File: src/rtl/multdiv_issue_ctrl_pkg.sv
// Shared types and constants for the multiply/divide issue controller.
package multdiv_issue_ctrl_pkg;
  localparam int unsigned REG_ADDR_W    = 5;
  localparam int unsigned RSTATUS_ADDR  = 30;
  localparam int unsigned MULT_EXC_CODE = 4;
  localparam int unsigned DIV_EXC_CODE  = 5;

  typedef enum logic [1:0] {
    IDLE    = 2'd0,
    START   = 2'd1,
    BUSY    = 2'd2,
    WB_PEND = 2'd3
  } md_state_e;
endpackage

File: src/rtl/multdiv_hazard_cmp.sv
// Compares both D/X sources against the in-flight destination and $rstatus.
module multdiv_hazard_cmp
  import multdiv_issue_ctrl_pkg::*;
#(
  parameter int unsigned ADDR_W   = REG_ADDR_W,
  parameter int unsigned RST_ADDR = RSTATUS_ADDR
) (
  input  logic              check_en_i,
  input  logic [ADDR_W-1:0] src_a_i,
  input  logic [ADDR_W-1:0] src_b_i,
  input  logic [ADDR_W-1:0] rd_i,
  output logic              raw_stall_o
);
  logic hit_a, hit_b;

  // r0 is never written, so a zero destination cannot create a hazard
  assign hit_a = ((rd_i != '0) && (src_a_i == rd_i)) || (src_a_i == ADDR_W'(RST_ADDR));
  assign hit_b = ((rd_i != '0) && (src_b_i == rd_i)) || (src_b_i == ADDR_W'(RST_ADDR));

  assign raw_stall_o = check_en_i && (hit_a || hit_b);
endmodule

File: src/rtl/multdiv_issue_ctrl.sv
// Sequences the iterative mult/div unit: issue, start pulse, result capture, writeback, RAW stall.
// Optional watchdog enabled by defining MULTDIV_TIMEOUT_EN.
module multdiv_issue_ctrl
  import multdiv_issue_ctrl_pkg::*;
#(
  parameter int unsigned DATA_W         = 32,
  parameter int unsigned REG_ADDR_W     = multdiv_issue_ctrl_pkg::REG_ADDR_W,
  parameter int unsigned RSTATUS_ADDR   = multdiv_issue_ctrl_pkg::RSTATUS_ADDR,
  parameter int unsigned MULT_EXC_CODE  = multdiv_issue_ctrl_pkg::MULT_EXC_CODE,
  parameter int unsigned DIV_EXC_CODE   = multdiv_issue_ctrl_pkg::DIV_EXC_CODE,
  parameter int unsigned TIMEOUT_CYCLES = 40
) (
  input  logic                  clock,
  input  logic                  reset,
  input  logic                  issue_valid,
  input  logic                  issue_is_mult,
  input  logic                  issue_is_div,
  input  logic [REG_ADDR_W-1:0] issue_rd,
  output logic                  issue_ready,
  input  logic                  kill,
  input  logic                  src_check_valid,
  input  logic [REG_ADDR_W-1:0] src_a_addr,
  input  logic [REG_ADDR_W-1:0] src_b_addr,
  output logic                  raw_stall,
  output logic                  md_ctrl_mult,
  output logic                  md_ctrl_div,
  input  logic [DATA_W-1:0]     md_result,
  input  logic                  md_result_rdy,
  input  logic                  md_exception,
  input  logic                  wb_pipe_valid,
  output logic                  md_wb_en,
  output logic [REG_ADDR_W-1:0] md_wb_addr,
  output logic [DATA_W-1:0]     md_wb_data,
  output logic                  busy
);
  md_state_e             state_q, state_d;
  logic                  op_mult_q, op_mult_d;
  logic [REG_ADDR_W-1:0] rd_q, rd_d;
  logic [DATA_W-1:0]     result_q, result_d;
  logic                  exc_q, exc_d;
  logic                  pulse_mult_q, pulse_mult_d;
  logic                  pulse_div_q, pulse_div_d;
  logic                  accept, wb_suppress, inflight;
`ifdef MULTDIV_TIMEOUT_EN
  logic [5:0]            cnt_q, cnt_d;
`endif

  assign accept      = issue_valid && (issue_is_mult ^ issue_is_div) && !kill;
  assign wb_suppress = !exc_q && (rd_q == '0);
  assign inflight    = (state_q != IDLE);

  always_comb begin
    state_d      = state_q;
    op_mult_d    = op_mult_q;
    rd_d         = rd_q;
    result_d     = result_q;
    exc_d        = exc_q;
    pulse_mult_d = 1'b0;
    pulse_div_d  = 1'b0;
`ifdef MULTDIV_TIMEOUT_EN
    cnt_d        = cnt_q;
`endif
    unique case (state_q)
      IDLE: begin
        if (accept) begin
          state_d      = START;
          op_mult_d    = issue_is_mult;
          rd_d         = issue_rd;
          exc_d        = 1'b0;
          pulse_mult_d = issue_is_mult;
          pulse_div_d  = issue_is_div;
        end
      end
      START: begin
        state_d = kill ? IDLE : BUSY;
`ifdef MULTDIV_TIMEOUT_EN
        cnt_d   = '0;
`endif
      end
      BUSY: begin
        if (kill) begin
          state_d = IDLE;
        end else if (md_result_rdy) begin
          state_d  = WB_PEND;
          result_d = md_result;
          exc_d    = md_exception;
`ifdef MULTDIV_TIMEOUT_EN
        end else if (cnt_q == 6'(TIMEOUT_CYCLES - 1)) begin
          state_d = WB_PEND;
          exc_d   = 1'b1;
        end else begin
          cnt_d = cnt_q + 6'd1;
`endif
        end
      end
      WB_PEND: begin
        if (kill || wb_suppress || !wb_pipe_valid) state_d = IDLE;
      end
      default: state_d = IDLE;
    endcase
  end

  always_ff @(posedge clock) begin
    if (reset) begin
      state_q      <= IDLE;
      op_mult_q    <= 1'b0;
      rd_q         <= '0;
      result_q     <= '0;
      exc_q        <= 1'b0;
      pulse_mult_q <= 1'b0;
      pulse_div_q  <= 1'b0;
`ifdef MULTDIV_TIMEOUT_EN
      cnt_q        <= '0;
`endif
    end else begin
      state_q      <= state_d;
      op_mult_q    <= op_mult_d;
      rd_q         <= rd_d;
      result_q     <= result_d;
      exc_q        <= exc_d;
      pulse_mult_q <= pulse_mult_d;
      pulse_div_q  <= pulse_div_d;
`ifdef MULTDIV_TIMEOUT_EN
      cnt_q        <= cnt_d;
`endif
    end
  end

  assign issue_ready  = (state_q == IDLE);
  assign busy         = inflight;
  assign md_ctrl_mult = pulse_mult_q;
  assign md_ctrl_div  = pulse_div_q;

  // Pipeline owns the port when wb_pipe_valid is high; WB_PEND simply waits
  assign md_wb_en   = (state_q == WB_PEND) && !kill && !wb_pipe_valid && !wb_suppress;
  assign md_wb_addr = !md_wb_en ? '0 :
                      exc_q     ? REG_ADDR_W'(RSTATUS_ADDR) : rd_q;
  assign md_wb_data = !md_wb_en ? '0 :
                      !exc_q    ? result_q :
                      op_mult_q ? DATA_W'(MULT_EXC_CODE) : DATA_W'(DIV_EXC_CODE);

  multdiv_hazard_cmp #(
    .ADDR_W   (REG_ADDR_W),
    .RST_ADDR (RSTATUS_ADDR)
  ) u_hazard (
    .check_en_i  (src_check_valid && inflight && !md_wb_en),
    .src_a_i     (src_a_addr),
    .src_b_i     (src_b_addr),
    .rd_i        (rd_q),
    .raw_stall_o (raw_stall)
  );
endmodule

File: config.mk
export PLATFORM = sky130hd
export DESIGN_NAME = multdiv_issue_ctrl
export DESIGN_NICKNAME = d
export VERILOG_FILES = /design/src/rtl/multdiv_issue_ctrl_pkg.sv /design/src/rtl/multdiv_hazard_cmp.sv /design/src/rtl/multdiv_issue_ctrl.sv
export SDC_FILE = /design/constraint.sdc
export NUM_CORES = 1
export LEC_CHECK = 0
export ABC_CLOCK_PERIOD_IN_PS = 5100
export CAP_MARGIN = 20
export CORE_MARGIN = 3
export CORE_UTILIZATION = 35
export CTS_BUF_LIST = sky130_fd_sc_hd__clkbuf_8
export CTS_CLUSTER_DIAMETER = 30
export CTS_CLUSTER_SIZE = 10
export DETAILED_ROUTE_END_ITERATION = 6
export PLACE_DENSITY = 0.71
export SETUP_SLACK_MARGIN = 0.3
export SLEW_MARGIN = 20
export SYNTH_ARGS = -nofsm -noshare
export SYNTH_HDL_FRONTEND = slang
export SYNTH_SLANG_ARGS = --single-unit
File: constraint.sdc
create_clock -name clock -period 5.1 [get_ports clock]
set_clock_uncertainty 0.2 [all_clocks]
set_input_delay 1.02 -clock clock [delete_from_list [all_inputs] [get_ports clock]]
set_output_delay 1.02 -clock clock [all_outputs]
set_load 0.01 [all_outputs]
== Word-level counts from Yosys, hierarchy flattened ==
Cells that the tools add are included.
Storage, ports and cells
  latch bits: 0
  memories kept: 0
  ROM bits: 0
  bits in registers: 43
  output and inout port bits: 43
  memory bits (writable): 0
  word-level logic and storage cells: 69
Cells by class
  add/subtract/negate cells: 0
  order comparisons: 0
  shift-type cells: 0
  divide/modulo/power cells: 0
  $mul: 0
  bitwise gates (word level): 4
  multiplexer cells: 15
  eq/ne operators: 12
  reductions and logical operators: 31
Operator list (number)
  2-to-1 mux 32 bit: 2
  logical AND 1 bit: 11
  == test 5 bit: 2
  == test 5 bit, second input constant: 2
  2-to-1 mux 2 bit: 5
  2-to-1 mux 5 bit: 2
  one-hot mux 2 bit (4 select lines): 1
  inequality test 2 bit, second input constant: 3
  AND reduction 3 bit: 2
  zero test 1 bit: 5
  zero test 5 bit: 1
  logical OR 1 bit: 5
  nonzero test 5 bit: 1
  == test 2 bit, second input constant: 2
  2-to-1 mux 1 bit: 4
  AND reduction 4 bit: 1
  nonzero test 2 bit: 2
  inequality test 3 bit, second input constant: 1
  inverter 1 bit: 3
  OR reduction 3 bit: 1
  == test 2 x 1 -> 1 bit, second input constant: 1
  zero test 2 bit: 1
  inequality test 2 x 1 -> 1 bit, second input constant: 1
  one-hot mux 1 bit (2 select lines): 1
  2 further kinds: 2

== Logic depth before layout (Yosys ltp) ==
Gate-level depths: netlist of the first run.
  word-level depth: 7
  gate-level depth with buffers: 6
  mapped depth without buffers: 4

== By module ==
A second synthesis of the first run with hierarchy kept.
Unflattened totals
  cell total of the unflattened synthesis: 273
  area, all modules: 2174.6 um^2
By module, submodules not included
  multdiv_issue_ctrl: seq. area each 860.8 um^2, times used 1, cells an instance 253, area an instance 2023.2 um^2
  multdiv_hazard_cmp: seq. area each 0.0 um^2, times used 1, cells an instance 20, area an instance 151.4 um^2

== Worst setup path after synthesis of the first run ==
OpenSTA, ideal clock, no wires.
  kind: in2out
  from: input port kill
  to: output port md_wb_addr[0]
  stages on the path: 4
  arrival time: 2006 ps
  path buffers: 1
  path slack: 1874 ps
  cells stage by stage: or3_4 -> nor3b_4 -> buf_6 -> and2_1
On the way
  word-level cells in the longest chain between the ends: 5
RTL lines
  start: declaration: RTL line multdiv_issue_ctrl.sv:20  | input logic kill,
  zero test 1 bit: RTL line multdiv_issue_ctrl.sv:135  | assign md_wb_en = (state_q == WB_PEND) && !kill && !wb_pipe_valid && !wb_suppress;
  logical AND 1 bit (3 in series): RTL line multdiv_issue_ctrl.sv:135
  2-to-1 mux 5 bit: RTL line multdiv_issue_ctrl.sv:136  | assign md_wb_addr = !md_wb_en ? '0 :
  end: declaration: RTL line multdiv_issue_ctrl.sv:32  | output logic [REG_ADDR_W-1:0] md_wb_addr,
No other way between the ends.

== Worst setup path after layout of the first run ==
  from: input port kill
  to: output port md_wb_data[30]
On the way
  word-level cells in the longest chain between the ends: 5
RTL lines
  zero test 1 bit: RTL line multdiv_issue_ctrl.sv:135
  logical AND 1 bit (3 in series): RTL line multdiv_issue_ctrl.sv:135
  2-to-1 mux 32 bit: RTL line multdiv_issue_ctrl.sv:138  | assign md_wb_data = !md_wb_en ? '0 :
  end: declaration: RTL line multdiv_issue_ctrl.sv:33  | output logic [DATA_W-1:0] md_wb_data,
No other way between the ends.

==> flow_summary_export.csv, run 1 <==
group,metric,value,unit
cts,cts_hold_buf,0,
route,vias,1951,
floorplan,ios,100,
timing,drv_slew,0,
pwr,sw_frac_of_total,0.225,
run_status,status,"finished, final reports clean",
global_route,grt_pass1_wl,8.34,mm
floorplan,rows,26,
synth,yosys.area_share.simple,0.326,
pwr,p_leak,0.00111,µW
cts,path_clk_slew,80,ps
finish,fin_nets,401,
cts,cts_buffer_depth,2,
global_route,grt-ovfl-total,0,
placed_design,dp_hpwl,3.87,mm
pwr,p_seq_frac,0.548,
route,wl_per_cell,12.9,µm
route,dr.pass1.iters,4,
pwr,p_int,484,µW
pwr,power_frac_comb,0.124,
synth,yosysTopAreaCellShare,0.429,
placed_design,gp_congestion,0.790,
critical_path,cp.required,3880,ps
cts,postCtsSetupBuffers,0,
synth,synth-compound-area-share,0.113,
job,max-cap-violations,0,
cts,root_buffer,"clkbuf_8",
synth,ys_seq_area_frac,0.429,
floorplan,die_h,81.7,µm
critical_path,crit_type,"input pin to primary output",
synth,synth_xor_area_frac,0.0481,
global_route,grt_max_degree,44,
global_route,antenna_found_initial,0,
cts,cts_resized,0,
finish,drive_above_1_share,0.0464,
global_route,grtUsageTotal,0.162,
synth,yosys.area.top_type,"dfxtp_1",
synth,synth.area.mux_share,0.0350,
timing,hold_violations,0,
synth,syn_inst,252,
placed_design,portBuffers,99,
route,routed_via_density,4.70,
cts,clock_latency,280,ps
placed_design,place_area,0.00301,mm²
floorplan,initial_core_util,0.376,
timing,finalSetupViolations,0,
critical_path,worstSetupStartpointType,"input pin",
synth,synth-seq-cells,43,
route,ant_nets,0,
timing,fin_ws,705,ps
pwr,p_total,625,µW
synth,yosys.area_share.adder,0,
synth,yosysUniqueCellTypes,33,
timing,relSlewSlack,0.479,
pwr,p_per_area,202,mW/mm²
pwr,p_switching,141,µW
hold_path,hp-class,"flip-flop to flip-flop",
timing,tightest_slew,782,ps
route,drc,0,
route,drtIter0Drc,71,
placed_design,place_worst_setup_slack,714,ps
critical_path,critPathSlowestCell,"clkdlybuf4s50_1",
finish,area_growth,54.5,%
floorplan,die_w,81.7,µm
floorplan,core_area,0.00534,mm²
timing,rsz0062_at_grt,"no",
global_route,grt_pass1_vias,1835,
critical_path,critPathBufInv,3,
critical_path,crit_chain,"clkdlybuf4s50_1 > or3_4 > nor3b_4 > buf_4 > and2_1 > clkdlybuf4s50_1",
cts,cts_buffers,5,
finish,stdcell_area,0.00310,mm²
critical_path,cp_max_fo,31,
synth,yosys_warnings,0,
critical_path,cpMostUsedCell,"clkdlybuf4s50_1",
critical_path,critPathCaptureType,"primary output",
cts,h-tree-depth,2,
timing,tns,0,ps
synth,synth-edff-count,0,
timing,fin_crit_sh,0.862,
cts,cts_sinks,43,
synth,netlist_area,0.00200,mm²
timing,fmax,228,MHz
synth,synthArstFlopShare,0,
route,wl,5.34,mm
finish,diodes,0,
pwr,ir_worst_vdd,0.116,mV
synth,synth.top_cells.by_area,"dfxtp_1 (43%), nand2_1 (12%), and2_1 (10%)",
finish,fin_util,0.580,
synth,ys.flop_type,"dfxtp_1",
critical_path,arrival,3180,ps
synth,synth_top_family_by_area,"simple AND/OR/NAND/NOR gates",
synth,syn-num-nets,309,
floorplan,die-area,0.00667,mm²
timing,period_minus_slack,4400,ps
pwr,p_clk_frac,0.328,
synth,syn_area_per_cell,7.95,µm²
cts,cts_tree,"done",
critical_path,crit_family,"buffers and inverters",
critical_path,slowest_delay,540,ps
[flip-flops by register name, summed over array words and instances, names as in the netlist]
name and flops:
rd_q 5, md_ctrl_div 1, exc_q 1, op_mult_q 1, result_q 32, state_q 2
md_ctrl_mult 1
[area by class of cell]
class	count	area [µm²]
Fill cell	518	2240
Multi-Input combinational cell	190	1050
Timing Repair Buffer	102	1010
Sequential cell	43	861
Tap cell	70	87.6
Clock buffer	5	68.8
Clock inverter	3	16.3
Inverter	2	7.51
[path summary, 6_finish.rpt]
kind,start,endpoint,slack (ps),depth (start not counted)
worst min register to register,result_q[17]$_SDFFE_PP0P_,result_q[17]$_SDFFE_PP0P_,250,2
worst max register to register,rd_q[0]$_SDFFE_PP0N_,state_q[1]$_SDFFE_PP0P_,3210,4
worst max-delay path,kill,md_wb_data[30],700,6
worst min-delay path,result_q[17]$_SDFFE_PP0P_,result_q[17]$_SDFFE_PP0P_,250,2
[cell usage after synthesis, drive strengths merged, types with 2 or more instances]
library cell,instances
nand2,66
dfxtp,43
a21oi,34
and2,32
clkbuf,12
nor2,12
mux2i,7
xor2,7
buf,5
xnor2,4
nand3,3
nand4,3
nor3b,3
o21a,3
inv,2
nor2b,2
nor3,2
or3,2
[stage by stage]
stage,hold WS [ps],std cells
2_1_floorplan,232,252
3_3_place_gp,238,407
3_5_place_dp,242,407
4_1_cts,254,415
5_1_grt,276,415
6_report,249,415
[per-layer routing]
layer / vias up / track usage / routed length, µm
met1: 876 / 0.192 / 2270
met4: 0 / 0.0498 / 63
met2: 68 / 0.285 / 2630
met3: 6 / 0.0428 / 370
li1: 1001 / - / -
met5: - / 0 / 0
[kinds of logic after synthesis]
family          after synthesis
mux                           7
simple gates                131
compound gates               41
buf+inv                      19
flops                        43
xor+xnor                     11
[cell usage in the layout, fill, tap and decap left out, types with 2 or more instances in the layout]
cell and count:
dfxtp_1 43, nor2_1 12, nand4_1 3, inv_1 3, nand3_1 3, xnor2_1 4
buf_4 3, clkdlybuf4s50_1 98, o21a_1 3, nor3_1 2, mux2i_1 7, xor2_1 7
nand2_1 66, and2_1 32, a21oi_1 34, clkbuf_8 5, nor3b_1 2
[power groups by stage]
stage | sequential, µW | clock (µW) | combinational (µW)
6_report | 342 | 205 | 77.4
5_1_grt | 343 | 229 | 83.3
4_1_cts | 342 | 215 | 77.7
3_5_place_dp | 350 | 0 | 77.1
3_3_place_gp | 350 | 0 | 76.3
2_1_floorplan | 349 | 0 | 25.6
[worst min-delay path, stage by stage, from the launching register on]
cell,delay (ps)
dfxtp_1,310
nand2_1,50
a21oi_1,50
No activity file was read; power rests on OpenSTA's default activity.
==> run 2, diff against run 1 <==
Settings changed: ABC_AREA from default to 1, PLACE_DENSITY 0.71 to 0.7.
==> flow_summary_export.csv, run 2 <==
group,metric,value,unit
run_status,status,"finished, final reports clean",
synth,synth-edff-count,0,
cts,h-tree-depth,2,
synth,netlist_area,0.00210,mm²
timing,tns,0,ps
critical_path,critPathCaptureType,"primary output",
finish,area_growth,52.1,%
hold_path,hp-class,"flip-flop to flip-flop",
cts,postCtsSetupBuffers,0,
route,drc,0,
finish,diodes,0,
timing,fmax,243,MHz
critical_path,slowest_delay,550,ps
cts,cts_buffer_depth,2,
synth,ys_seq_area_frac,0.410,
critical_path,reg2reg_from,"state_q[1]$_SDFFE_PP0P_",
critical_path,cp.required,3880,ps
synth,syn-num-nets,391,
critical_path,worstSetupStartpointType,"input pin",
floorplan,initial_core_util,0.372,
critical_path,worst-r2r-cell-count,6,
job,max-cap-violations,0,
finish,largest_reg_flops,32,
pwr,ir_worst_vdd,0.129,mV
critical_path,critPathBufInv,4,
critical_path,cp-endpoint,"md_wb_addr[0]",
floorplan,rows,27,
global_route,grt_pass1_vias,2161,
cts,root_buffer,"clkbuf_8",
cts,cts_tree,"done",
critical_path,crit_family,"buffers and inverters",
route,routed_via_density,4.71,
route,wl,6.00,mm
synth,synth.top_cells.by_area,"dfxtp_1 (41%), nor2_1 (20%), nand2_1 (11%)",
timing,tightest_slew,684,ps
synth,yosysUniqueCellTypes,24,
finish,fin_nets,482,
global_route,grt-ovfl-total,0,
route,drtIter0Drc,81,
floorplan,die_w,83.5,µm
synth,syn_area_per_cell,6.29,µm²
cts,cts_buffers,5,
synth,yosys_warnings,0,
synth,post-synth-top-count-cell,"nor2_1",
route,ant_nets,0,
floorplan,ios,100,
floorplan,die-area,0.00697,mm²
synth,synthArstFlopShare,0,
pwr,p_per_area,211,mW/mm²
synth,yosysTopAreaCellShare,0.410,
placed_design,portBuffers,99,
global_route,grtUsageTotal,0.173,
floorplan,core_area,0.00564,mm²
placed_design,gp_congestion,0.873,
route,dr.pass1.iters,4,
finish,largest-register,"result_q",
finish,fillers,552,
critical_path,reg2reg_slack,2800,ps
global_route,antenna_found_initial,0,
timing,rsz0062_at_grt,"no",
timing,relSlewSlack,0.544,
critical_path,cp_max_fo,35,
cts,cts_hold_buf,0,
critical_path,cp-startpoint,"kill",
critical_path,cpMostUsedCell,"clkdlybuf4s50_1",
synth,yosys.area.top_type,"dfxtp_1",
synth,syn_inst,334,
timing,hold_violations,0,
critical_path,critPathSlowestCell,"clkdlybuf4s50_1",
timing,hold_ws,258,ps
route,vias,2344,
critical_path,reg2reg_to,"result_q[9]$_SDFFE_PP0P_",
cts,clock_latency,290,ps
finish,layout_commonest_cell,"nor2_1",
timing,period_minus_slack,4110,ps
timing,drv_slew,0,
global_route,grt_max_degree,36,
timing,finalSetupViolations,0,
cts,path_clk_slew,80,ps
cts,cts_sinks,43,
pwr,p_leak,0.00120,µW
synth,ys.flop_type,"dfxtp_1",
critical_path,crit_chain,"clkdlybuf4s50_1 > nor3_2 > nand2_2 > buf_4 > inv_2 > nand2_1 > nor2_1 > clkdlybuf4s50_1",
synth,synth-seq-cells,43,
critical_path,crit_type,"input pin to primary output",
finish,mostFrequentLayoutCells,"nor2_1 (112), clkdlybuf4s50_1 (99), nand2_1 (63)",
finish,reg_top3,"result_q (32), rd_q (5), state_q (2)",
critical_path,arrival,2890,ps
finish,drive_above_1_share,0.0423,
timing,fin_crit_sh,0.806,
floorplan,die_h,83.5,µm
route,wl_per_cell,12.1,µm
synth,ys_top_cells_by_count,"nor2_1 (112), nand2_1 (63), dfxtp_1 (43)",
global_route,grt_pass1_wl,9.99,mm
cts,cts_resized,0,
critical_path,crit_cells,8,
placed_design,dp_hpwl,4.27,mm
==> run 2: cell types whose count changed after synthesis, moves of 4 or more <==
cell / previous run / this run
o21ai_0: 0 / 18
clkbuf_1: 12 / 6
buf_2: 0 / 5
o21ai_1: 0 / 20
and2_1: 32 / 0
inv_2: 0 / 4
xor2_1: 7 / 2
inv_1: 2 / 21
nand3_1: 3 / 9
a21oi_1: 34 / 13
mux2i_1: 7 / 0
nor2_1: 12 / 112
==> run 2: kinds of logic after synthesis <==
kind of cell | synth area share
flops | 0.410
buf+inv | 0.0846
compound gates | 0.129
xor+xnor | 0.0125
simple gates | 0.364
==> run 2: power breakdown <==
| part | leakage (µW) | switching (µW) | internal, µW |
|---|---|---|---|
| clock network | 0.0000505 | 109 | 92.1 |
| registers | 0.000348 | 7.72 | 347 |
| logic | 0.000804 | 55.1 | 63.1 |
==> run 2: through the flow <==
| stage | std cells | util | power [µW] | worst slack, ps | area [µm²] |
|---|---|---|---|---|---|
| 2_1_floorplan | 334 | - | 419 | 2210 | 2100 |
| 3_3_place_gp | 490 | 0.552 | 480 | 983 | 3110 |
| 3_5_place_dp | 490 | 0.552 | 481 | 962 | 3110 |
| 4_1_cts | 498 | 0.566 | 683 | 962 | 3190 |
| 5_1_grt | 498 | 0.566 | 710 | 848 | 3190 |
| 6_report | 498 | 0.566 | 674 | 991 | 3190 |
==> run 2: final cells by class <==
cell class | instances | area (µm²) | share of cell area
inverter | 25 | 93.8 | 0.0294
timing repair buffer | 101 | 1010 | 0.315
tap | 72 | 90.1 | 0.0282
clock buffer | 5 | 68.8 | 0.0215
clock inverter | 3 | 12.5 | 0.00392
multi-input combinational | 249 | 1060 | 0.333
sequential | 43 | 861 | 0.269
==> run 2: worst min-delay path: cells and delay by family (launching register included) <==
family                 cells  cell delay, ps
flip-flops                 1             300
buffers and inverters      1              60
AO/OA/AOI/OAI              1              60
==> run 2: metal layers <==
| metal | wire (µm) | up-vias | global-route usage |
|---|---|---|---|
| met3 | 637 | 5 | 0.0740 |
| met4 | 38 | 0 | 0.0439 |
| li1 | - | 1221 | - |
| met2 | 2660 | 92 | 0.265 |
| met1 | 2660 | 1026 | 0.224 |
| met5 | 0 | - | 0 |
==> run 2: worst min path at each step <==
stage / start / endpoint / slack (ps) / depth (start not counted)
6_report: result_q[28]$_SDFFE_PP0P_ / result_q[28]$_SDFFE_PP0P_ / 260 / 2
5_1_grt: result_q[28]$_SDFFE_PP0P_ / result_q[28]$_SDFFE_PP0P_ / 300 / 2
4_1_cts: result_q[28]$_SDFFE_PP0P_ / result_q[28]$_SDFFE_PP0P_ / 260 / 2
3_5_place_dp: result_q[28]$_SDFFE_PP0P_ / result_q[28]$_SDFFE_PP0P_ / 250 / 2
3_3_place_gp: result_q[28]$_SDFFE_PP0P_ / result_q[28]$_SDFFE_PP0P_ / 240 / 2
2_1_floorplan: result_q[28]$_SDFFE_PP0P_ / result_q[28]$_SDFFE_PP0P_ / 230 / 2
==> run 3, diff against run 2 <==
Settings changed: ABC_CLOCK_PERIOD_IN_PS 5100 to 3420, PLACE_DENSITY 0.7 to 0.73.
Clock period 5.1 ns to 3.42 ns, I/O delays scaled along.
==> flow_summary_export.csv, run 3 (synthesis gave the netlist of run 2 again) <==
group,metric,value,unit
timing,hold_violations,0,
finish,diodes,0,
critical_path,worstSetupStartpointType,"input pin",
global_route,grt_use_met3,0.0681,
global_route,grt.busiest_layer,"met2",
global_route,grt_pass1_vias,2446,
finish,drive_above_1_share,0.0737,
cts,cts_hold_buf,0,
critical_path,crit_family,"buffers and inverters",
floorplan,core_area,0.00564,mm²
global_route,grtUsageTotal,0.186,
route,ant_nets,0,
global_route,antenna_found_initial,0,
route,vias,2395,
critical_path,critPathCaptureType,"primary output",
critical_path,reg2reg_slack,1560,ps
run_status,status,"finished, final reports clean",
route,wl_per_cell,12.4,µm
finish,layout_commonest_cell,"nor2_1",
cts,cts_sinks,43,
global_route,grtUsageMet1,0.218,
pwr,p_leak,0.00148,µW
finish,reg_top3,"result_q (32), rd_q (5), state_q (2)",
global_route,grt_max_degree,35,
placed_design,dp_hpwl,4.51,mm
timing,rsz0062_at_grt,"yes",
critical_path,worst-r2r-cell-count,6,
timing,tightest_slew,545,ps
cts,cts_buffers,5,
critical_path,cp.required,2540,ps
pwr,ir_worst_vdd,0.191,mV
cts,path_clk_slew,80,ps
critical_path,crit_chain,"clkdlybuf4s50_1 > nor3_2 > nand2_2 > buf_6 > nor2_1 > clkdlybuf4s50_1",
critical_path,slowest_delay,540,ps
placed_design,gp_congestion,0.867,
floorplan,die_w,83.5,µm
hold_path,min_to,"result_q[28]$_SDFFE_PP0P_",
cts,h-tree-depth,2,
finish,finalNonFillerCells,506,
finish,mostFrequentLayoutCells,"nor2_1 (112), nand2_1 (63), clkdlybuf4s50_1 (62)",
placed_design,portBuffers,99,
job,max-cap-violations,0,
timing,relSlewSlack,0.636,
floorplan,rows,27,
cts,root_buffer,"clkbuf_8",
placed_design,dp.cells,493,
pwr,p_total,1060,µW
critical_path,reg2reg_to,"result_q[10]$_SDFFE_PP0P_",
cts,clock_latency,290,ps
finish,area_growth,55.0,%
global_route,use_met2,0.319,
route,dr.pass1.iters,4,
finish,regArea,861,µm²
finish,multi_input_area,0.00106,mm²
floorplan,initial_core_util,0.372,
cts,cts_buffer_depth,2,
global_route,grt-ovfl-total,0,
critical_path,reg2reg_from,"state_q[1]$_SDFFE_PP0P_",
critical_path,cpMostUsedCell,"clkdlybuf4s50_1",
floorplan,die_h,83.5,µm
critical_path,crit_cells,6,
timing,fin_crit_sh,0.911,
critical_path,cp_max_fo,17,
floorplan,ios,100,
timing,fmax,321,MHz
critical_path,critPathBufInv,3,
hold_path,holdCritStartpoint,"result_q[28]$_SDFFE_PP0P_",
critical_path,arrival,2230,ps
critical_path,critPathSlowestCell,"clkdlybuf4s50_1",
critical_path,crit_type,"input pin to primary output",
finish,largest-register,"result_q",
global_route,grt_pass1_wl,10.8,mm
cts,cts_tree,"done",
finish,largest_reg_flops,32,
placed_design,place_worst_setup_slack,88.5,ps
route,wl,6.27,mm
timing,fin_ws,304,ps
finish,fillers,586,
route,drc,0,
route,routed_via_density,4.73,
timing,tns,0,ps
timing,period_minus_slack,3120,ps
timing,drv_slew,0,
route,drtIter0Drc,119,
hold_path,hp-class,"flip-flop to flip-flop",
hold_path,hold_depth,2,
floorplan,die-area,0.00697,mm²
timing,finalSetupViolations,0,
pwr,p_per_area,326,mW/mm²
finish,fin_nets,490,
## run 3: final cells by class
class                   instances  area share
multi-input cells             249       0.326
well taps                      72      0.0277
repair buffers                109       0.321
clock inverters                 1     0.00231
inverters                      25      0.0288
flip-flops and latches         43       0.264
clock buffers                   7      0.0296
## run 3: how the worst max path moves through the flow
stage | start | endpoint | slack [ps]
CTS | kill | md_wb_data[4] | 210
floorplan | kill | md_wb_data[10] | 1200
global route | wb_pipe_valid | md_wb_data[14] | 210
global placement | kill | md_wb_data[2] | 120
finish | wb_pipe_valid | md_wb_data[14] | 300
detailed placement | kill | md_wb_data[2] | 90
## run 3: worst reg2reg max path: cells and delay by family, from the launching register on
family / cells / cell delay, ps
flops: 1 / 380
buf+inv: 2 / 580
simple gates: 4 / 650
## run 3: repair_timing
| action | CTS | global route |
|---|---|---|
| buffers inserted | 3 | 2 |
| endpoints found under the setup margin | 35 | 20 |
| pin swaps | 1 | 1 |
| resized for setup | 32 | 20 |
| cloned | 0 | 0 |
## run 3: metrics by stage
step           area, µm²  hold WS (ps)  utilization
4_1_cts             3230           257        0.573
6_report            3260           254        0.577
2_1_floorplan       2100           230            -
3_5_place_dp        3140           244        0.556
3_3_place_gp        3140           240        0.556
5_1_grt             3260           305        0.577
## run 3: per-layer routing
metal,vias up,part of all wire
met2,91,0.46
met5,-,0
li1,1239,-
met4,0,0.013
met1,1057,0.43
met3,8,0.091
## run 3: power breakdown
group | internal (µW) | switching (µW) | total (µW)
combinational | 95.2 | 82.4 | 178
sequential | 517 | 11.9 | 529
clock | 184 | 171 | 355
total | 796 | 265 | 1060
